===== src/rtl/mu_mem_arbiter.sv =====
// Two-port arbiter/sequencer in front of the single-port data RAM of the multicycle MIPS core.
// Port 0 is instruction fetch (read-only); port 1 is load/store. One access every 3 cycles.
module mu_mem_arbiter #(
    parameter int unsigned              DATA_WIDTH = 32,
    parameter logic [DATA_WIDTH-1:0]    BASE_ADDR  = 32'h10010000,
    parameter int unsigned              DEPTH      = 64,
    parameter bit                       FIXED_PRIO = 1'b0
) (
    input  logic                  clk,
    input  logic                  rst,
    input  logic                  p0_req,
    input  logic [DATA_WIDTH-1:0] p0_addr,
    output logic                  p0_done,
    output logic [DATA_WIDTH-1:0] p0_rdata,
    output logic                  p0_err,
    input  logic                  p1_req,
    input  logic                  p1_we,
    input  logic [DATA_WIDTH-1:0] p1_addr,
    input  logic [DATA_WIDTH-1:0] p1_wdata,
    output logic                  p1_done,
    output logic [DATA_WIDTH-1:0] p1_rdata,
    output logic                  p1_err,
    output logic [DATA_WIDTH-1:0] ram_addr,
    output logic [DATA_WIDTH-1:0] ram_wdata,
    output logic                  ram_we,
    input  logic [DATA_WIDTH-1:0] ram_q,
    output logic                  busy
);

    typedef enum logic [1:0] {IDLE, ACCESS, RESP} state_t;

    // One extra bit so the window end cannot wrap for windows near the top of memory.
    localparam logic [DATA_WIDTH:0] LO_ADDR  = {1'b0, BASE_ADDR};
    localparam logic [DATA_WIDTH:0] END_ADDR = LO_ADDR + (DATA_WIDTH+1)'(4 * DEPTH);

    state_t                state_q, state_d;
    logic                  gnt_q, gnt_d;
    logic                  rr_q, rr_d;
    logic [DATA_WIDTH-1:0] addr_q, addr_d;
    logic [DATA_WIDTH-1:0] wdata_q, wdata_d;
    logic                  we_q, we_d;
    logic                  bad_q, bad_d;
    logic [DATA_WIDTH-1:0] p0_rdata_q, p0_rdata_d;
    logic [DATA_WIDTH-1:0] p1_rdata_q, p1_rdata_d;
    logic                  p0_done_q, p0_done_d;
    logic                  p1_done_q, p1_done_d;
    logic                  p0_err_q, p0_err_d;
    logic                  p1_err_q, p1_err_d;

    logic                  pick1;
    logic [DATA_WIDTH-1:0] req_addr;
    logic [DATA_WIDTH:0]   req_addr_x;
    logic [DATA_WIDTH-1:0] rd_val;

    // rr_q holds the port served last; port 1 wins a tie unless it was just served.
    assign pick1      = p1_req & (~p0_req | FIXED_PRIO | ~rr_q);
    assign req_addr   = pick1 ? p1_addr : p0_addr;
    assign req_addr_x = {1'b0, req_addr};
    assign rd_val     = (bad_q | we_q) ? '0 : ram_q;

    always_comb begin
        state_d    = state_q;
        gnt_d      = gnt_q;
        rr_d       = rr_q;
        addr_d     = addr_q;
        wdata_d    = wdata_q;
        we_d       = we_q;
        bad_d      = bad_q;
        p0_rdata_d = p0_rdata_q;
        p1_rdata_d = p1_rdata_q;
        p0_done_d  = 1'b0;
        p1_done_d  = 1'b0;
        p0_err_d   = 1'b0;
        p1_err_d   = 1'b0;
        case (state_q)
            IDLE: begin
                if (p0_req | p1_req) begin
                    gnt_d   = pick1;
                    addr_d  = req_addr;
                    we_d    = pick1 & p1_we;
                    wdata_d = pick1 ? p1_wdata : '0;
                    bad_d   = (req_addr_x < LO_ADDR) || (req_addr_x >= END_ADDR) ||
                              (req_addr[1:0] != 2'b00);
                    state_d = ACCESS;
                end
            end
            ACCESS: begin
                if (gnt_q) begin
                    p1_rdata_d = rd_val;
                    p1_done_d  = 1'b1;
                    p1_err_d   = bad_q;
                end else begin
                    p0_rdata_d = rd_val;
                    p0_done_d  = 1'b1;
                    p0_err_d   = bad_q;
                end
                state_d = RESP;
            end
            RESP: begin
                rr_d    = gnt_q;
                state_d = IDLE;
            end
            default: state_d = IDLE;
        endcase
    end

    always_ff @(posedge clk) begin
        if (rst) begin
            state_q    <= IDLE;
            gnt_q      <= 1'b0;
            rr_q       <= 1'b0;
            addr_q     <= BASE_ADDR;
            wdata_q    <= '0;
            we_q       <= 1'b0;
            bad_q      <= 1'b0;
            p0_rdata_q <= '0;
            p1_rdata_q <= '0;
            p0_done_q  <= 1'b0;
            p1_done_q  <= 1'b0;
            p0_err_q   <= 1'b0;
            p1_err_q   <= 1'b0;
        end else begin
            state_q    <= state_d;
            gnt_q      <= gnt_d;
            rr_q       <= rr_d;
            addr_q     <= addr_d;
            wdata_q    <= wdata_d;
            we_q       <= we_d;
            bad_q      <= bad_d;
            p0_rdata_q <= p0_rdata_d;
            p1_rdata_q <= p1_rdata_d;
            p0_done_q  <= p0_done_d;
            p1_done_q  <= p1_done_d;
            p0_err_q   <= p0_err_d;
            p1_err_q   <= p1_err_d;
        end
    end

    assign ram_addr  = addr_q;
    assign ram_wdata = wdata_q;
    assign ram_we    = (state_q == ACCESS) & we_q & ~bad_q;
    assign busy      = (state_q != IDLE);
    assign p0_done   = p0_done_q;
    assign p1_done   = p1_done_q;
    assign p0_err    = p0_err_q;
    assign p1_err    = p1_err_q;
    assign p0_rdata  = p0_rdata_q;
    assign p1_rdata  = p1_rdata_q;

endmodule

===== config.mk =====
export PLATFORM = sky130hd
export DESIGN_NAME = mu_mem_arbiter
export DESIGN_NICKNAME = d
export VERILOG_FILES = /design/src/rtl/mu_mem_arbiter.sv
export SDC_FILE = /design/constraint.sdc
export NUM_CORES = 1
export LEC_CHECK = 0
export ABC_AREA = 1
export BUFFER_PORTS_ARGS = -buffer_cell sky130_fd_sc_hd__clkbuf_2
export CAP_MARGIN = 20
export CELL_PAD_IN_SITES_DETAIL_PLACEMENT = 0
export CELL_PAD_IN_SITES_GLOBAL_PLACEMENT = 1
export CORE_AREA = 3 3 136 138
export CTS_CLUSTER_DIAMETER = 100
export DETAILED_ROUTE_END_ITERATION = 10
export DIE_AREA = 0 0 139 141
export PLACE_DENSITY = 0.86
export SETUP_SLACK_MARGIN = 0.5
export SLEW_MARGIN = 20
export SYNTH_ARGS = -nofsm -noshare
export SYNTH_HDL_FRONTEND = slang
export SYNTH_SLANG_ARGS = --single-unit

===== constraint.sdc =====
create_clock -name clk -period 1.6 [get_ports clk]
set_input_delay 0.48 -clock clk [delete_from_list [all_inputs] [get_ports clk]]
set_output_delay 0.48 -clock clk [all_outputs]
set_load 0.05 [all_outputs]

Yosys cells after proc, flatten, opt, wreduce, memory -nomap -nowiden
Cells that the tools add are included.
{"block": "word_totals", "output_inout_bits": 134, "word_cells": 48, "in_bits": 133, "ff_bits": 138}
{"block": "classes", "eq_ne": 3, "mux": 7, "bitwise_logic": 12, "order_cmp": 2, "n_reduce_logical": 11}
{"op": "two-way mux 32 bit", "n": 3}
{"op": "greater-or-equal comparator 32 x 29 -> 1 bit (second input constant)", "n": 1}
{"op": "< comparator 32 x 29 -> 1 bit (second input constant)", "n": 1}
{"op": "AND reduction 2 bit", "n": 3}
{"op": "OR reduction 3 bit", "n": 2}
{"op": "NOT 1 bit", "n": 5}
{"op": "AND 1 bit", "n": 4}
{"op": "one-hot mux 2 bit (2 select lines)", "n": 1}
{"op": "nonzero test 2 bit", "n": 2}
{"op": "bitwise OR 1 bit", "n": 3}
{"op": "== test 2 x 1 -> 1 bit (second input constant)", "n": 1}
{"op": "== test 2 bit (second input constant)", "n": 1}
{"op": "zero test 2 bit", "n": 1}
{"op": "logical OR 1 bit", "n": 2}
{"op": "two-way mux 1 bit", "n": 2}
{"op": "two-way mux 2 bit", "n": 1}
{"op": "inequality test 2 bit (second input constant)", "n": 1}
{"op": "OR reduction 2 bit", "n": 1}

Logic depth before layout (Yosys ltp)
{"block": "depth", "word_depth": 7, "mapped_depth": 11}

Worst setup path before layout
OpenSTA, ideal clock, no wires.
{"block": "synth_timing", "path_type": "reg-to-output", "from": "reg state_q[0]", "to": "out ram_we", "arrival_ns": 1.176, "path_stages_with_launch": 5, "slack_ns": -0.056, "required_time_ns": 1.120, "path_cell_list": "dfxtp_1 -> inv_2 -> nor2_2 -> inv_2 -> nor2_1"}
{"block": "synth_between", "elab_chain_cells": 3}
{"item": "from (decl)", "line_no": "36", "source": "state_t state_q, state_d;"}
{"item": "from (signal assigned)", "line_no": "123", "source": "state_q <= state_d;"}
{"item": "== test 2 x 1 -> 1 bit", "line_no": "141", "source": "assign ram_we = (state_q == ACCESS) & we_q & ~bad_q;"}
{"item": "AND 1 bit (2 in a row)", "line_no": "141"}
{"item": "to (decl)", "line_no": "25", "source": "output logic ram_we,"}
Every way passes these cells.

Final worst setup path
{"block": "layout_timing", "from": "reg rr_q", "to": "reg bad_q"}
{"block": "layout_between", "elab_chain_cells": 7}
{"item": "from (decl)", "line_no": "38", "source": "logic rr_q, rr_d;"}
{"item": "from (signal assigned)", "line_no": "125", "source": "rr_q <= rr_d;"}
{"item": "NOT 1 bit (*)", "line_no": "56", "source": "assign pick1 = p1_req & (~p0_req | FIXED_PRIO | ~rr_q);"}
{"item": "bitwise OR 1 bit (*)", "line_no": "56"}
{"item": "AND 1 bit (*)", "line_no": "56"}
{"item": "two-way mux 32 bit (*)", "line_no": "57", "source": "assign req_addr = pick1 ? p1_addr : p0_addr;"}
{"item": "< comparator 32 x 29 -> 1 bit / greater-or-equal comparator 32 x 29 -> 1 bit (equally long branches)", "line_no": "82", "source": "bad_d = (req_addr_x < LO_ADDR) || (req_addr_x >= END_ADDR) ||"}
{"item": "logical OR 1 bit", "line_no": "82"}
{"item": "logical OR 1 bit (*)", "line_no": "82"}
{"item": "to (signal assigned)", "line_no": "115", "source": "bad_q <= 1'b0;"}
{"item": "to (signal assigned)", "line_no": "129", "source": "bad_q <= bad_d;"}
{"item": "to (decl)", "line_no": "42", "source": "logic bad_q, bad_d;"}
Mark *: on every way between the ends. The rest lies on a longest branch, timed or not.
A chain may end at the register's enable or synchronous reset.

==> impl_metrics.env <==
export IMPL_power_density_nw_per_um2=960
export IMPL_cts_reportedPaths_clkPinSlew_ps=60
export IMPL_vias=7069
export IMPL_clk_insertion_delay_late_ps=420
export IMPL_place_inst=1224
export IMPL_finalNonFillerCells=1388
export IMPL_grt_pass1_vias=6706
export IMPL_yosysTopAreaCell="dfxtp_1"
export IMPL_arrival_ps=1990
export IMPL_hp_class="input pin to flop"
export IMPL_end_kind="flop"
export IMPL_track_usage=0.229
export IMPL_ys_types=23
export IMPL_fin_util=0.783
export IMPL_skew_ps=7.65
export IMPL_cts_root_buffer="clkbuf_16"
export IMPL_die_w_um=139
export IMPL_cts_tree="done"
export IMPL_grt_pass1_wl_um=35800
export IMPL_crit_required_ps=1900
export IMPL_place_ws_ps=-127
export IMPL_drive_gt1_frac=0.745
export IMPL_ir_drop_mv=0.793
export IMPL_finalNetCount=1282
export IMPL_grt_overflow_total=0
export IMPL_max_clock_freq_mhz=593
export IMPL_multiInputGateArea_um2=3470
export IMPL_clock_sinks=138
export IMPL_critical_path_class="flop to flop"
export IMPL_syn_nets=863
export IMPL_coreArea_um2=17300
export IMPL_drc=0
export IMPL_dieArea_um2=19600
export IMPL_critPathBufInv=1
export IMPL_slew_headroom=0.648
export IMPL_rrSetupSlack_ps=-90
export IMPL_drt_pass1_iter_count=5
export IMPL_fin_crit_ps=1690
export IMPL_max_stage_delay_ps=380
export IMPL_vias_per_cell=5.09
export IMPL_antenna_found_initial=1
export IMPL_numPortBuffers=266
export IMPL_start_kind="flop"
export IMPL_violations="setup timing"
export IMPL_final_hold_viol_count=0
export IMPL_die_height_um=141
export IMPL_initial_core_util=0.312
export IMPL_syn_cell_area_um2=5400
export IMPL_cp_slowest_cell="dfxtp_4"
export IMPL_num_rows=48
export IMPL_worst_pin_slew_ps=528
export IMPL_fin_crit_sh=1.05
export IMPL_area_delta_synth_final_pct=151
export IMPL_wl_um=29800
export IMPL_yosys_warnings=0
export IMPL_path_cells="nand2_8, buf_4, nand3_1, nand2_1, nor2_1, nand2_1, nor2_1, nand2_1, nor2_1, nor2_1"
export IMPL_status="complete, but fails checks"
export IMPL_synth_top_cell_area_share=0.512
export IMPL_ant_nets=0
export IMPL_setup_viol=28
export IMPL_tns_ps=-959
export IMPL_place_congestion=0.827
export IMPL_wl_per_cell_um=21.5
export IMPL_syn_area_per_cell_um2=7.40
export IMPL_yosys_top_cells_area="dfxtp_1 51%, nand2_1 13%, a21oi_1 8.4%"
export IMPL_first_iter_violations=334
export IMPL_finalWorstSetupSlack_ps=-87.1
export IMPL_fillers=933
export IMPL_cts_htree_levels=4
export IMPL_regArea_um2=3020
export IMPL_io_pins=267
export IMPL_synthCells=730
export IMPL_synth_seq_cells=138
export IMPL_cp_max_fo=16
export IMPL_cts_made_buffers=17
export IMPL_drv_cap=0
export IMPL_hold_buffers=0
export IMPL_synth_seq_area_share=0.512
export IMPL_dp_hpwl_um=12800
export IMPL_crit_family="simple AND/OR/NAND/NOR gates"
export IMPL_most_common_layout_cells="132 x nand2_1, 132 x clkbuf_2, 112 x clkbuf_16"
export IMPL_clock_path_buffers=2
export IMPL_rsz0062_at_grt="true"
export IMPL_p_leak_uw=0.00604
export IMPL_maxSlewViolCount=0
export IMPL_crit_top_cell="nor2_1"
export IMPL_grt_max_degree=66
## state kept, by name (all words and copies together), names as in the netlist, 2 cells and up
name	flops
p0_rdata	32
ram_addr	32
state_q	2
ram_wdata	32
p1_rdata	32
## layout make-up
class | instances | share of cell area
repair buffers | 449 | 0.435
multi-input cells | 499 | 0.257
flip-flops and latches | 138 | 0.223
clock buffers | 20 | 0.0337
well taps | 225 | 0.0208
inverters | 43 | 0.0150
clock inverters | 12 | 0.0144
repair inverters | 1 | 0.00148
diodes | 1 | 0.000185
## logic make-up (layout without fill, tap and decap cells)
group                  count (synthesis)  after routing  synth area share
AO/OA/AOI/OAI                        192            192             0.182
AND/OR/NAND/NOR                      307            307             0.229
other                                  0              1                 0
flip-flops                           138            138             0.512
buffers and inverters                 93            525            0.0769
## what timing repair did
item                       4_1_cts  5_1_grt
setup buffers                   33       67
pin swaps                       72       71
resized for setup              653      320
setup endpoints to repair      267      270
gates cloned                    16       15
## routing by layer
| metal | wire length (um) | vias to the layer above | track usage |
|---|---|---|---|
| met1 | 10600 | 3430 | 0.264 |
| met2 | 16200 | 333 | 0.404 |
| met3 | 1830 | 82 | 0.0614 |
| met5 | 0 | - | 0 |
| li1 | - | 3224 | - |
| met4 | 1210 | 0 | 0.0901 |
## power by group
group	switching (uW)	internal (uW)
clock	1600	2840
sequential	273	3710
combinational	2330	2250
## worst paths after layout
| check | to | from | cells past startpoint |
|---|---|---|---|
| hold reg to reg | ram_wdata[27] | ram_wdata[27] | 2 |
| hold / removal | ram_wdata[9] | p1_wdata[9] | 3 |
| setup reg to reg | bad_q | rr_q | 10 |
| setup / recovery | bad_q | rr_q | 10 |
## worst min-delay path: cells and delay by family
family                 cells  cell delay [ps]
AOI/OAI and AO/OA          1               40
buffers and inverters      1               80
and+or+nand+nor            1               60
## cell usage after synthesis
cell type,instances
dfxtp_1,138
nand2_1,192
a31oi_1,19
nor2_8,1
inv_1,38
clkinv_1,1
nand3b_1,6
buf_6,3
buf_4,7
o21ai_1,2
o21ai_0,80
inv_2,3
nor3_1,2
clkbuf_1,27
nor2_2,1
nor2_1,85
nor2_4,2
buf_2,12
inv_4,1
nand3_1,15
a21oi_1,91
nand2_2,3
buf_1,1
## per-stage QoR
| stage | power (uW) | hold slack (ps) | instance area, um^2 |
|---|---|---|---|
| 6_report | 13000 | 288 | 13500 |
| 5_1_grt | 13400 | 280 | 13500 |
| 4_1_cts | 12100 | 262 | 11600 |
| 3_3_place_gp | 6130 | 448 | 7380 |
| 2_1_floorplan | 5440 | 452 | 5610 |
| 3_5_place_dp | 6150 | 452 | 7380 |
(Power assumes the default switching activity.)
